## src/rtl/ir_burst_emitter.sv

```systemverilog
// ir_burst_emitter
// Drives the IR emitter LED with a gated burst of square-wave carrier,
// n_pulses carrier periods long, followed by a fixed blanking gap.
//
// Ports:
//   clk       system clock, rising edge
//   rst_n     asynchronous active-low reset
//   start     one-cycle burst request (ignored while busy)
//   n_pulses  carrier periods per burst, latched when start is accepted
//   busy      high during the burst and its blanking gap
//   done      one-cycle pulse in the first idle cycle after the gap
//   ir_out    emitter drive, active high
module ir_burst_emitter #(
  parameter int CLK_HZ     = 12_000_000,
  parameter int CARRIER_HZ = 38_000,
  parameter int GAP_CYCLES = 2400
) (
  input  logic       clk,
  input  logic       rst_n,
  input  logic       start,
  input  logic [7:0] n_pulses,
  output logic       busy,
  output logic       done,
  output logic       ir_out
);

  localparam int HALF  = CLK_HZ / (2 * CARRIER_HZ);
  localparam int PH_W  = (HALF > 1) ? $clog2(HALF) : 1;
  localparam int GAP_W = (GAP_CYCLES > 1) ? $clog2(GAP_CYCLES) : 1;
  localparam logic [PH_W-1:0]  PH_LAST  = PH_W'(HALF - 1);
  localparam logic [GAP_W-1:0] GAP_LAST = GAP_W'(GAP_CYCLES - 1);

  typedef enum logic [1:0] {IDLE, BURST, GAP} state_t;

  state_t            state_reg, state_next;
  logic [7:0]        n_reg, n_next;
  logic [PH_W-1:0]   ph_reg, ph_next;
  logic [8:0]        hc_reg, hc_next;
  logic [GAP_W-1:0]  gap_reg, gap_next;
  logic              busy_reg, busy_next;
  logic              done_reg, done_next;
  logic              ir_reg, ir_next;

  logic accept, ph_wrap, burst_end, gap_end;

  assign accept    = (state_reg == IDLE) && start && (n_pulses != 8'd0);
  assign ph_wrap   = (ph_reg == PH_LAST);
  // The burst ends when the 2n-th half-period completes; that one is low.
  assign burst_end = ph_wrap && ((hc_reg + 9'd1) == {n_reg, 1'b0});
  assign gap_end   = (gap_reg == GAP_LAST);

  // State and output registers
  always_ff @(posedge clk or negedge rst_n) begin
    if (!rst_n) begin
      state_reg <= IDLE;
      n_reg     <= '0;
      ph_reg    <= '0;
      hc_reg    <= '0;
      gap_reg   <= '0;
      busy_reg  <= 1'b0;
      done_reg  <= 1'b0;
      ir_reg    <= 1'b0;
    end else begin
      state_reg <= state_next;
      n_reg     <= n_next;
      ph_reg    <= ph_next;
      hc_reg    <= hc_next;
      gap_reg   <= gap_next;
      busy_reg  <= busy_next;
      done_reg  <= done_next;
      ir_reg    <= ir_next;
    end
  end

  // Next state and counters
  always_comb begin
    state_next = state_reg;
    n_next     = n_reg;
    ph_next    = ph_reg;
    hc_next    = hc_reg;
    gap_next   = gap_reg;
    case (state_reg)
      IDLE: begin
        if (accept) begin
          state_next = BURST;
          n_next     = n_pulses;
          ph_next    = '0;
          hc_next    = '0;
        end
      end
      BURST: begin
        if (ph_wrap) begin
          ph_next = '0;
          hc_next = hc_reg + 9'd1;
          if (burst_end) begin
            state_next = GAP;
            hc_next    = '0;
            gap_next   = '0;
          end
        end else begin
          ph_next = ph_reg + 1'b1;
        end
      end
      GAP: begin
        if (gap_end) begin
          state_next = IDLE;
          gap_next   = '0;
        end else begin
          gap_next = gap_reg + 1'b1;
        end
      end
      default: state_next = IDLE;
    endcase
  end

  // Output values for the next cycle, registered above
  always_comb begin
    busy_next = (state_next != IDLE);
    done_next = (state_reg == GAP) && (state_next == IDLE);
    ir_next   = 1'b0;
    if (state_next == BURST) begin
      // First burst cycle starts high; afterwards toggle on each half-period wrap.
      if (state_reg == IDLE) ir_next = 1'b1;
      else                   ir_next = ph_wrap ? ~ir_reg : ir_reg;
    end
  end

  assign busy   = busy_reg;
  assign done   = done_reg;
  assign ir_out = ir_reg;

endmodule

```

## config.mk

```make
export PLATFORM = sky130hd
export DESIGN_NAME = ir_burst_emitter
export DESIGN_NICKNAME = d
export VERILOG_FILES = /design/src/rtl/ir_burst_emitter.sv
export SDC_FILE = /design/constraint.sdc
export NUM_CORES = 1
export LEC_CHECK = 0
export ABC_AREA = 1
export BUFFER_PORTS_ARGS = -buffer_cell sky130_fd_sc_hd__buf_2
export CAP_MARGIN = 15
export CORE_MARGIN = 5
export CORE_UTILIZATION = 29
export DETAILED_ROUTE_END_ITERATION = 12
export PLACE_DENSITY = 0.49
export SLEW_MARGIN = 20
export SYNTH_ARGS = -nofsm -noshare
export SYNTH_HDL_FRONTEND = slang
export SYNTH_SLANG_ARGS = --single-unit
```

## constraint.sdc

```tcl
create_clock -name clk -period 3.1 [get_ports clk]
set_input_delay 0.155 -clock clk [delete_from_list [all_inputs] [get_ports clk]]
set_output_delay 0.155 -clock clk [all_outputs]
set_load 0.005 [all_outputs]
```

==> results of run 1 <==
==> path summary, 6_finish.rpt <==
kind                                   startpoint                     to  slack [ns]  depth (start not counted)
setup / recovery           state_reg[1]$_DFF_PN0_  ph_reg[1]$_DFFE_PN0P_        0.78                          6
hold / removal                        n_pulses[0]   n_reg[0]$_DFFE_PN0P_        0.08                          3
setup reg to reg           state_reg[1]$_DFF_PN0_  ph_reg[1]$_DFFE_PN0P_        0.78                          6
hold reg to reg              n_reg[0]$_DFFE_PN0P_   n_reg[0]$_DFFE_PN0P_        0.52                          2
max in group asynchronous                   rst_n  ph_reg[4]$_DFFE_PN0P_        2.34                          2
min in group asynchronous                   rst_n  hc_reg[7]$_DFFE_PN0P_        0.38                          2
==> Yosys cell counts (all sizes together) <==
| library cell | n | share of area |
|---|---|---|
| nand2 | 79 | 0.13 |
| nand3 | 46 | 0.10 |
| dfrtp | 42 | 0.45 |
| inv | 39 | 0.062 |
| o21ai | 25 | 0.053 |
| nor2 | 21 | 0.041 |
| o22ai | 10 | 0.027 |
| a21oi | 6 | 0.014 |
| xor2 | 6 | 0.022 |
| nand4 | 5 | 0.013 |
| nor3 | 5 | 0.013 |
| ha | 4 | 0.021 |
| nor4 | 4 | 0.011 |
| clkbuf | 3 | 0.0048 |
| xnor2 | 3 | 0.011 |
| buf | 2 | 0.0096 |
| or2 | 2 | 0.0053 |
| clkinv | 1 | 0.0016 |
| nand3b | 1 | 0.0032 |
| o21bai | 1 | 0.0032 |
| o31ai | 1 | 0.0032 |
==> cell families (layout without fill, tap and decap cells) <==
logic type      Yosys count  after routing
flops                    42             42
fa+ha+maj                 4              4
xor+xnor                  9              9
buf+inv                  45             62
compound gates           43             43
simple gates            163            163
==> through the flow <==
stage          cells  worst slack [ns]   util
2_1_floorplan    306              1.25      -
3_3_place_gp     416             0.886  0.321
3_5_place_dp     416             0.786  0.321
4_1_cts          424             0.791  0.336
5_1_grt          425             0.471  0.337
6_report         425             0.777  0.337
==> power breakdown <==
part           total, mW  switching, mW  internal (mW)
sequential         0.547              0          0.547
combinational     0.0211         0.0151        0.00602
clock              0.451          0.211          0.240
==> per-layer routing <==
metal,vias to the layer above,share of wire,global-route usage
met5,-,0,0
met4,0,0.0091,0.0347
met3,4,0.030,0.0278
met2,20,0.47,0.185
met1,923,0.49,0.154
li1,1037,-,-
==> repair_timing <==
item | 4_1_cts | 5_1_grt
hold endpoints to repair | 0 | 42
gates resized for setup | 0 | 0
hold buffers | 0 | 1
==> layout make-up <==
cell class | count | area (um2) | share of cell area
Sequential cell | 42 | 1050 | 0.399
Clock buffer | 5 | 68.8 | 0.0261
Multi-Input combinational cell | 219 | 1110 | 0.423
Inverter | 40 | 150 | 0.0570
Tap cell | 102 | 128 | 0.0485
Clock inverter | 3 | 45.0 | 0.0171
Timing Repair Buffer | 14 | 77.6 | 0.0295
==> critical path, stage by stage (launching register included) <==
cell	delay, ns
sky130_fd_sc_hd__dfrtp_1	0.41
sky130_fd_sc_hd__inv_1	0.09
sky130_fd_sc_hd__nand3_1	0.10
sky130_fd_sc_hd__a21oi_1	0.79
sky130_fd_sc_hd__inv_1	0.36
sky130_fd_sc_hd__nand2_1	0.32
sky130_fd_sc_hd__o21ai_0	0.13
==> metrics.txt, run 1 <==
maximum vdd drop 0.000129 V; arrival time worst endpoint 2.50 ns; fill count approximately 830; maximum buffer depth of the clock tree 2; sinks on the clock net 42; RePlAce Congestion slightly below 0.8; static leakage between 1 and 1.5 nW; worst-skew pair later-pin latency 0.30 ns; Maximum Capacitance Violations 0; most common library cell in the layout ignoring fill and taps sky130_fd_sc_hd__nand2_1; clock-pin transition on the worst setup and hold timing paths approximately 0.090 ns; number of nets with antenna violations after routing 0; multiplexer share of the synthesized area 0; area share of fa/ha/maj cells after synthesis 0.0213; effective utilization at floorplan 0.301; Port Buffers 13; final design instance area without fill roughly 2600 um2; total count of max-transition violations in the final report 0; post-synthesis average cell area 7.67 um2; commonest non-fill, non-tap cells in the layout sky130_fd_sc_hd__nand2_1 (76), sky130_fd_sc_hd__nand3_1 (44), sky130_fd_sc_hd__dfrtp_1 (42), sky130_fd_sc_hd__inv_1 (39), sky130_fd_sc_hd__o21ai_0 (19); max FFs per register 12; tightest hold margin 0.0759 ns; total track usage 0.115; Post-Synthesis Net Count ~320; Setup crit end kind flop; Setup Crit Path Kind flop to flop; Synth warnings 0; overflow left after global routing 0; hold violation count in the final report 0; wirelength, routed ~5400 um; unrepaired setup endpoints after global routing false; placement-stage cell area 2510 um2; number of search-and-repair iterations in the first detailed-routing pass 4; via count normalized by instance count 4.67; portion of the post-synthesis area used by sequential elements 0.448; share of the clock period used by the worst path 0.749; combinational family with the most area after synthesis simple AND/OR/NAND/NOR gates; DRC violations left 0; Top-Level Pins 14; # setup viols final 0; Clk Tree Root Cell sky130_fd_sc_hd__clkbuf_8; clock period minus worst slack 2.32 ns; nets approximately 340; areal power density over the cells a little under 400 nW/um2; pin slew with the least headroom to its limit between 1 and 1.5 ns; clock buffers created by TritonCTS 5; highest achievable clock rate between 0.4 and 0.5 GHz; run status completed; num rows 32; top fanout value on the critical path 15; final worst clock skew 0.00287 ns; via count of the first global-routing pass between 1500 and 2000; WL/cell 12.6 um; startpoint types flop; area added between synthesis and finish 12.2%; initial antenna violation count 0; global-route wire length before repair slightly above 9000 um; core box area ~7800 um2; floorplan die width approximately 100 um; largest net degree at the start of global routing 43; required time of the critical path about 3.3 ns; post-synthesis share of cell area spent on xor and xnor gates 0.0336; setup_tns 0 ns; post-CTS setup buffer count 0; Synth Area in Simple Gates 0.318; count of routing violations after the opening detailed-route iteration 38; antenna diode count 0; compound-cell area share of the yosys netlist 0.101; Vias slightly below 2000; maximum level of the CTS H-tree 2; fraction of layout cells with a size suffix above 1 0.0991; clock tree from TritonCTS yes; die outline height between 90 and 100 um; worst min path class input pin to flop; HPWL after detailed placement around 4000 um; synthesized netlist cell count 306; distinct cell type count after synthesis 29; die area 9990 um2; #FFs+latches synth 42; Total Power Consumption between 1 and 1.5 mW; post-synthesis instance area 2350 um2; relative max-transition margin 0.327
Note: power is estimated with default switching activity, not from simulation.
==> run 2: changes to the inputs <==
- ABC_AREA: 1 -> 0
- PLACE_DENSITY: 0.49 -> 0.5
- clock period: 3.1 -> 2.1 ns (I/O delays scaled with it)
==> run 2 against run 1 <==
  * The flow now finishes with violations (setup timing)
  * Via count is 15% higher
  * Non-clock buffer count is 40 higher
  * Worst setup slack worse by 0.79 ns
  * Sequential power is 110% higher
  * Core utilization is 3.6 points higher
  * Fmax is 10% higher
  * Clock-buffer cell count stayed put
  * Routed wire length is 22% higher
  * Sequential share of layout area is 7.6 points lower
  * Sequential cell count stayed put
  * Synthesized area is 11% higher
==> metrics.txt, run 2 <==
die area ~11000 um2; cell with the biggest individual delay on the critical path sky130_fd_sc_hd__dfrtp_2; violated checks setup timing; total track usage 0.124; leading cell types by count after synthesis sky130_fd_sc_hd__dfrtp_1 (42), sky130_fd_sc_hd__nand2_1 (23), sky130_fd_sc_hd__nor2_1 (20), sky130_fd_sc_hd__o21ai_0 (20), sky130_fd_sc_hd__nand3_1 (13); placement-stage cell area ~3000 um2; dominant register cell in the synthesized netlist sky130_fd_sc_hd__dfrtp_1; max FFs per register 12; hold violation count in the final report 0; RePlAce Congestion between 0.8 and 0.9; post-synthesis average cell area about 9.4 um2; area share of the leading cell type in the synthesized netlist 0.405; commonest non-fill, non-tap cells in the layout sky130_fd_sc_hd__dfrtp_1 (39), sky130_fd_sc_hd__buf_4 (36), sky130_fd_sc_hd__nand2_1 (23), sky130_fd_sc_hd__nor2_1 (20), sky130_fd_sc_hd__o21ai_0 (16); Synth warnings 0; global routing usage on met2 0.194; switching power summed over all nets just over 1 mW; number of search-and-repair iterations in the first detailed-routing pass 4; Register Area between 1000 and 1500 um2; arrival time worst endpoint approximately 2.3 ns; fraction of layout cells with a size suffix above 1 0.312; wirelength, routed roughly 6500 um; Setup crit end kind flop; largest area contributor in the synthesized netlist sky130_fd_sc_hd__dfrtp_1; overflow left after global routing 0; # setup viols final 3; run status complete, but fails checks; relative max-transition margin 0.615; clock period minus worst slack 2.11 ns; most common library cell in the layout ignoring fill and taps sky130_fd_sc_hd__dfrtp_1; Most Used Layer, Global Route met2; number of nets with antenna violations after routing 0; #FFs+latches synth 42; portion of the post-synthesis area used by sequential elements 0.405; Maximum Capacitance Violations 0; largest net degree at the start of global routing 23; Final WS setup -0.0103 ns; final worst clock skew about 0.014 ns; internal power summed over all cells ~1.8 mW; area added between synthesis and finish 25.5%; Post-Place Worst Slack -0.125 ns; Critical path buffers and inverters 1; placed cell count between 400 and 500; share of the clock period used by the worst path 1.00; pin slew with the least headroom to its limit ~0.58 ns; tightest hold margin roughly 0.020 ns; highest achievable clock rate ~0.47 GHz; DRC violations left 0; via count normalized by instance count about 5.3; Total Power Consumption around 2.8 mW; distinct cell type count after synthesis a little over 60; met1 Resource Use GR 0.173; effective utilization at floorplan 0.298; HPWL after detailed placement ~4800 um; synthesized netlist cell count about 280; post-layout instance count excluding filler cells 432; num rows 34; count of routing violations after the opening detailed-route iteration 137; met3 Resource Use GR 0.0234; share of synthesized flip-flops with an asynchronous set or reset 1.00; global-route wire length before repair 11200 um; sinks on the clock net 42; combinational group share of total power 0.381; antenna diode count 0; clock-pin transition on the worst setup and hold timing paths 0.10 ns; top cells by area in the synthesized netlist sky130_fd_sc_hd__dfrtp_1 (40%), sky130_fd_sc_hd__o21ai_0 (3.9%), sky130_fd_sc_hd__nand2_1 (3.3%); worst-skew pair later-pin latency ~0.31 ns; final design instance area without fill between 3000 and 4000 um2; top fanout value on the critical path 8; required time of the critical path 2.29 ns; share of total power in sequential cells 0.421; WL/cell about 15 um; most common cell in the netlist sky130_fd_sc_hd__dfrtp_1; worst min path class input pin to flop; die outline height 105 um; number of flops mapped to enable cells by yosys 0; clock tree from TritonCTS yes; total count of max-transition violations in the final report 0; via count of the first global-routing pass around 2300; largest delay contributor family on the critical path simple AND/OR/NAND/NOR gates; initial antenna violation count 0; Clk network pwr share 0.198; maximum buffer depth of the clock tree 2; cell breakdown of the critical path ha_4 -> and3_4 -> and3_4 -> nor4_4 -> buf_4 -> o2111ai_4 -> o211ai_1 -> nand3_1; Port Buffers 13; fill count approximately 860; Vias 2285; Top-Level Pins 14; area occupied by multi-input gates about 1500 um2; startpoint types flop; clock buffers created by TritonCTS 5; unrepaired setup endpoints after global routing true; areal power density over the cells 851 nW/um2; floorplan die width roughly 100 um; post-synthesis instance area 2600 um2; core box area 8720 um2; static leakage about 1.4 nW; Max stage delay on crit path approximately 0.46 ns; dominant cell type by count on the critical path sky130_fd_sc_hd__and3_4; maximum vdd drop 0.000433 V; switching power share of the total 0.366; maximum level of the CTS H-tree 2; nets 338; Clk Tree Root Cell sky130_fd_sc_hd__clkbuf_8; Setup Crit Path Kind flop to flop; Post-Synthesis Net Count 290
-- run 2: path summary, 6_finish.rpt --
check	from	to	slack, ns	cells past startpoint
hold reg to reg	gap_reg[0]$_DFFE_PN0P_	gap_reg[0]$_DFFE_PN0P_	0.51	1
setup reg to reg	hc_reg[1]$_DFFE_PN0P_	gap_reg[10]$_DFFE_PN0P_	-0.01	8
setup / recovery	hc_reg[1]$_DFFE_PN0P_	gap_reg[10]$_DFFE_PN0P_	-0.01	8
hold / removal	n_pulses[1]	n_reg[1]$_DFFE_PN0P_	0.02	3
max in group asynchronous	rst_n	hc_reg[1]$_DFFE_PN0P_	1.24	3
min in group asynchronous	rst_n	gap_reg[6]$_DFFE_PN0P_	0.32	2
-- run 2: tightest hold or removal path: stages --
cell and delay (ns):
sky130_fd_sc_hd__buf_2 0.09, sky130_fd_sc_hd__nand2_1 0.04, sky130_fd_sc_hd__o21ai_0 0.05
-- run 2: kinds of logic after synthesis --
| group | count (synthesis) | share of synthesized area |
|---|---|---|
| XOR/XNOR | 11 | 0.0424 |
| adder cells (fa/ha/maj) | 4 | 0.0193 |
| flip-flops | 42 | 0.405 |
| AND/OR/NAND/NOR | 111 | 0.242 |
| multiplexers | 6 | 0.0260 |
| AO/OA/AOI/OAI | 79 | 0.220 |
| buffers and inverters | 22 | 0.0453 |
-- run 2: what timing repair did --
item	4_1_cts	5_1_grt
endpoints found under the hold margin	21	0
setup buffers	1	1
hold buffers	1	0
endpoints found under the setup margin	20	28
pin swaps	11	9
resized for setup	7	16
-- run 2: routing by layer --
metal / routed length (um) / part of all wire / vias to the layer above
met5: 0 / 0 / -
met4: 84 / 0.013 / 0
met3: 177 / 0.027 / 7
met2: 3100 / 0.47 / 32
met1: 3170 / 0.49 / 1116
li1: - / - / 1130
-- run 2: cell type report --
type | count | area share
clock inverters | 3 | 0.00576
multi-input cells | 211 | 0.472
flip-flops and latches | 42 | 0.324
inverters | 9 | 0.0104
clock buffers | 5 | 0.0211
well taps | 108 | 0.0415
repair buffers | 54 | 0.125
-- run 2: per-stage QoR --
stage	TNS [ns]	utilization
3_5_place_dp	-0.695	0.349
6_report	-0.0199	0.374
5_1_grt	-1.43	0.374
4_1_cts	-0.106	0.363
2_1_floorplan	-0.145	-
3_3_place_gp	-0.0363	0.349
-- run 2: power groups by stage --
stage          sequential (mW)  combinational, mW  clock, mW
2_1_floorplan             1.12              0.686          0
3_3_place_gp              1.17              0.967          0
3_5_place_dp              1.17              0.966          0
4_1_cts                   1.16              0.982      0.576
5_1_grt                   1.20               1.17      0.604
6_report                  1.17               1.06      0.550
==> run 3: changes to the inputs <==
- CELL_PAD_IN_SITES_DETAIL_PLACEMENT: not set -> 1
- CELL_PAD_IN_SITES_GLOBAL_PLACEMENT: not set -> 1
- PLACE_DENSITY: 0.5 -> 0.6
==> run 3 against run 2 <==
  * The flow still finishes with violations (setup timing)
  * Global-route usage up 1.5 points
  * Clock skew shrank 0.0035 ns
  * First-iteration DRC count shrank 25%
  * Via count up 4.6%
  * Clock-buffer cell count did not move
  * Clock power down 0.7%
  * Final cell count rose by 2.8%
  * Design area grew 2.5%
  * Sequential power is essentially flat
  * Total power up 2.6%
  * Highest routed layer unchanged
==> metrics.txt, run 3 (synthesis results as in run 2) <==
# setup viols final 16; die area roughly 11000 um2; most common library cell in the layout ignoring fill and taps sky130_fd_sc_hd__buf_4; initial antenna violation count 0; total count of max-transition violations in the final report 0; Endpoint, Worst Hold n_reg[1]$_DFFE_PN0P_; core box area approximately 8700 um2; share of total power in sequential cells 0.406; via count of the first global-routing pass 2506; commonest non-fill, non-tap cells in the layout sky130_fd_sc_hd__buf_4 (49), sky130_fd_sc_hd__dfrtp_1 (39), sky130_fd_sc_hd__nand2_1 (23), sky130_fd_sc_hd__nor2_1 (18), sky130_fd_sc_hd__o21ai_0 (16); effective utilization at floorplan 0.298; run status complete, but fails checks; DRC violations left 0; via count normalized by instance count approximately 5.4; num rows 34; sinks on the clock net 42; max FFs per register 12; worst r2r src hc_reg[1]$_DFFE_PN0P_; Setup crit end kind flop; combinational group share of total power 0.402; clock buffers created by TritonCTS 5; setup slack, reg-to-reg -0.07 ns; floorplan die width 105 um; total track usage 0.139; internal power summed over all cells ~1.8 mW; overflow left after global routing 0; Crit Reg-Reg Endpoint gap_reg[0]$_DFFE_PN0P_; largest net degree at the start of global routing 17; antenna diode count 0; wirelength, routed about 7400 um; number of search-and-repair iterations in the first detailed-routing pass 4; number of cells on the worst hold path 3; RePlAce Congestion slightly above 0.8; maximum vdd drop between 0.0004 and 0.0005 V; hold violation count in the final report 0; number of nets with antenna violations after routing 0; clock period minus worst slack about 2.2 ns; Final WS setup -0.0746 ns; HPWL after detailed placement roughly 5400 um; switching power summed over all nets between 1 and 1.5 mW; count of routing violations after the opening detailed-route iteration about 100; switching power share of the total 0.368; nets 350; arrival time worst endpoint around 2.4 ns; static leakage ~1.4 nW; final worst clock skew 0.0109 ns; share of the clock period used by the worst path 1.04; placement-stage cell area a little over 3000 um2; violated checks setup timing; pin slew with the least headroom to its limit between 0.4 and 0.5 ns; area added between synthesis and finish 28.6%; worst min path class input pin to flop; cell depth of the worst flop-to-flop path 6; highest achievable clock rate approximately 0.46 GHz; areal power density over the cells ~850 nW/um2; relative max-transition margin 0.700; clock tree from TritonCTS yes; final design instance area without fill 3340 um2; top fanout value on the critical path 8; startpoint types flop; Port Buffers 13; die outline height between 100 and 150 um; fraction of layout cells with a size suffix above 1 0.348; Top-Level Pins 14; global-route wire length before repair about 13000 um; Clk network pwr share 0.192; tightest hold margin 0.0378 ns; unrepaired setup endpoints after global routing true; startpoint of the lowest-slack hold path n_pulses[1]; worst-skew pair later-pin latency around 0.30 ns; Maximum Capacitance Violations 0; Post-Place Worst Slack -0.0841 ns; required time of the critical path 2.28 ns; maximum buffer depth of the clock tree 2; Setup Crit Path Kind flop to flop; maximum level of the CTS H-tree 2; Clk Tree Root Cell sky130_fd_sc_hd__clkbuf_8; clock-pin transition on the worst setup and hold timing paths roughly 0.090 ns; WL/cell approximately 17 um; Vias around 2400
-- run 3: cell count changes in the layout (fill, tap and decap cells not counted), sizes merged --
cell      before  now
buf           53   65
clkinvlp       0    1
inv           10    9
-- run 3: stage by stage --
step	power, mW	instances	TNS [ns]	util
5_1_grt	3.06	444	-3.04	0.383
3_5_place_dp	2.16	424	-1.18	0.350
2_1_floorplan	1.80	275	-0.145	-
6_report	2.84	444	-0.428	0.383
3_3_place_gp	2.13	424	-0.0900	0.350
4_1_cts	2.77	435	-0.0754	0.366
-- run 3: critical path: stages (launching register included) --
cell                        delay, ns
sky130_fd_sc_hd__dfrtp_2         0.46
sky130_fd_sc_hd__ha_4            0.20
sky130_fd_sc_hd__or4_4           0.56
sky130_fd_sc_hd__a21oi_4         0.25
sky130_fd_sc_hd__o2111ai_4       0.23
sky130_fd_sc_hd__o211ai_1        0.26
sky130_fd_sc_hd__o21ai_1         0.11
-- run 3: area by class of cell --
class / count / area, um2
Clock inverter: 3 / 21.3
Tap cell: 108 / 135
Inverter: 9 / 33.8
Clock buffer: 5 / 68.8
Multi-Input combinational cell: 211 / 1540
Fill cell: 1001 / 5380
Sequential cell: 42 / 1050
Timing Repair Buffer: 66 / 485
-- run 3: what timing repair did --
action,4_1_cts,5_1_grt
hold buffers,1,0
resized for setup,9,18
buffers inserted,2,9
pin swaps,13,12
endpoints found under the hold margin,13,0
setup endpoints to repair,20,24
-- run 3: layer usage --
layer | share of wire | vias up | track usage
li1 | - | 1151 | -
met1 | 0.48 | 1201 | 0.192
met2 | 0.49 | 30 | 0.229
met3 | 0.026 | 8 | 0.0191
met4 | 0.011 | 0 | 0.0338
met5 | 0 | - | 0
-- run 3: power by group through the flow --
stage | Combinational, mW | Clock [mW] | Sequential, mW
after floorplan | 0.686 | 0 | 1.12
after global placement | 0.975 | 0 | 1.16
after detailed placement | 0.997 | 0 | 1.16
after CTS | 1.04 | 0.573 | 1.15
after global routing | 1.27 | 0.597 | 1.19
final | 1.14 | 0.546 | 1.16
-- run 3: worst max path at each step --
stage | start | to | slack, ns | cells after the start
3_5_place_dp | hc_reg[1]$_DFFE_PN0P_ | gap_reg[6]$_DFFE_PN0P_ | -0.08 | 7
6_report | hc_reg[1]$_DFFE_PN0P_ | gap_reg[0]$_DFFE_PN0P_ | -0.07 | 6
3_3_place_gp | hc_reg[1]$_DFFE_PN0P_ | hc_reg[2]$_DFFE_PN0P_ | -0.03 | 6
5_1_grt | hc_reg[1]$_DFFE_PN0P_ | hc_reg[7]$_DFFE_PN0P_ | -0.21 | 8
2_1_floorplan | hc_reg[1]$_DFFE_PN0P_ | gap_reg[11]$_DFFE_PN0P_ | -0.02 | 8
4_1_cts | hc_reg[6]$_DFFE_PN0P_ | hc_reg[3]$_DFFE_PN0P_ | -0.01 | 6
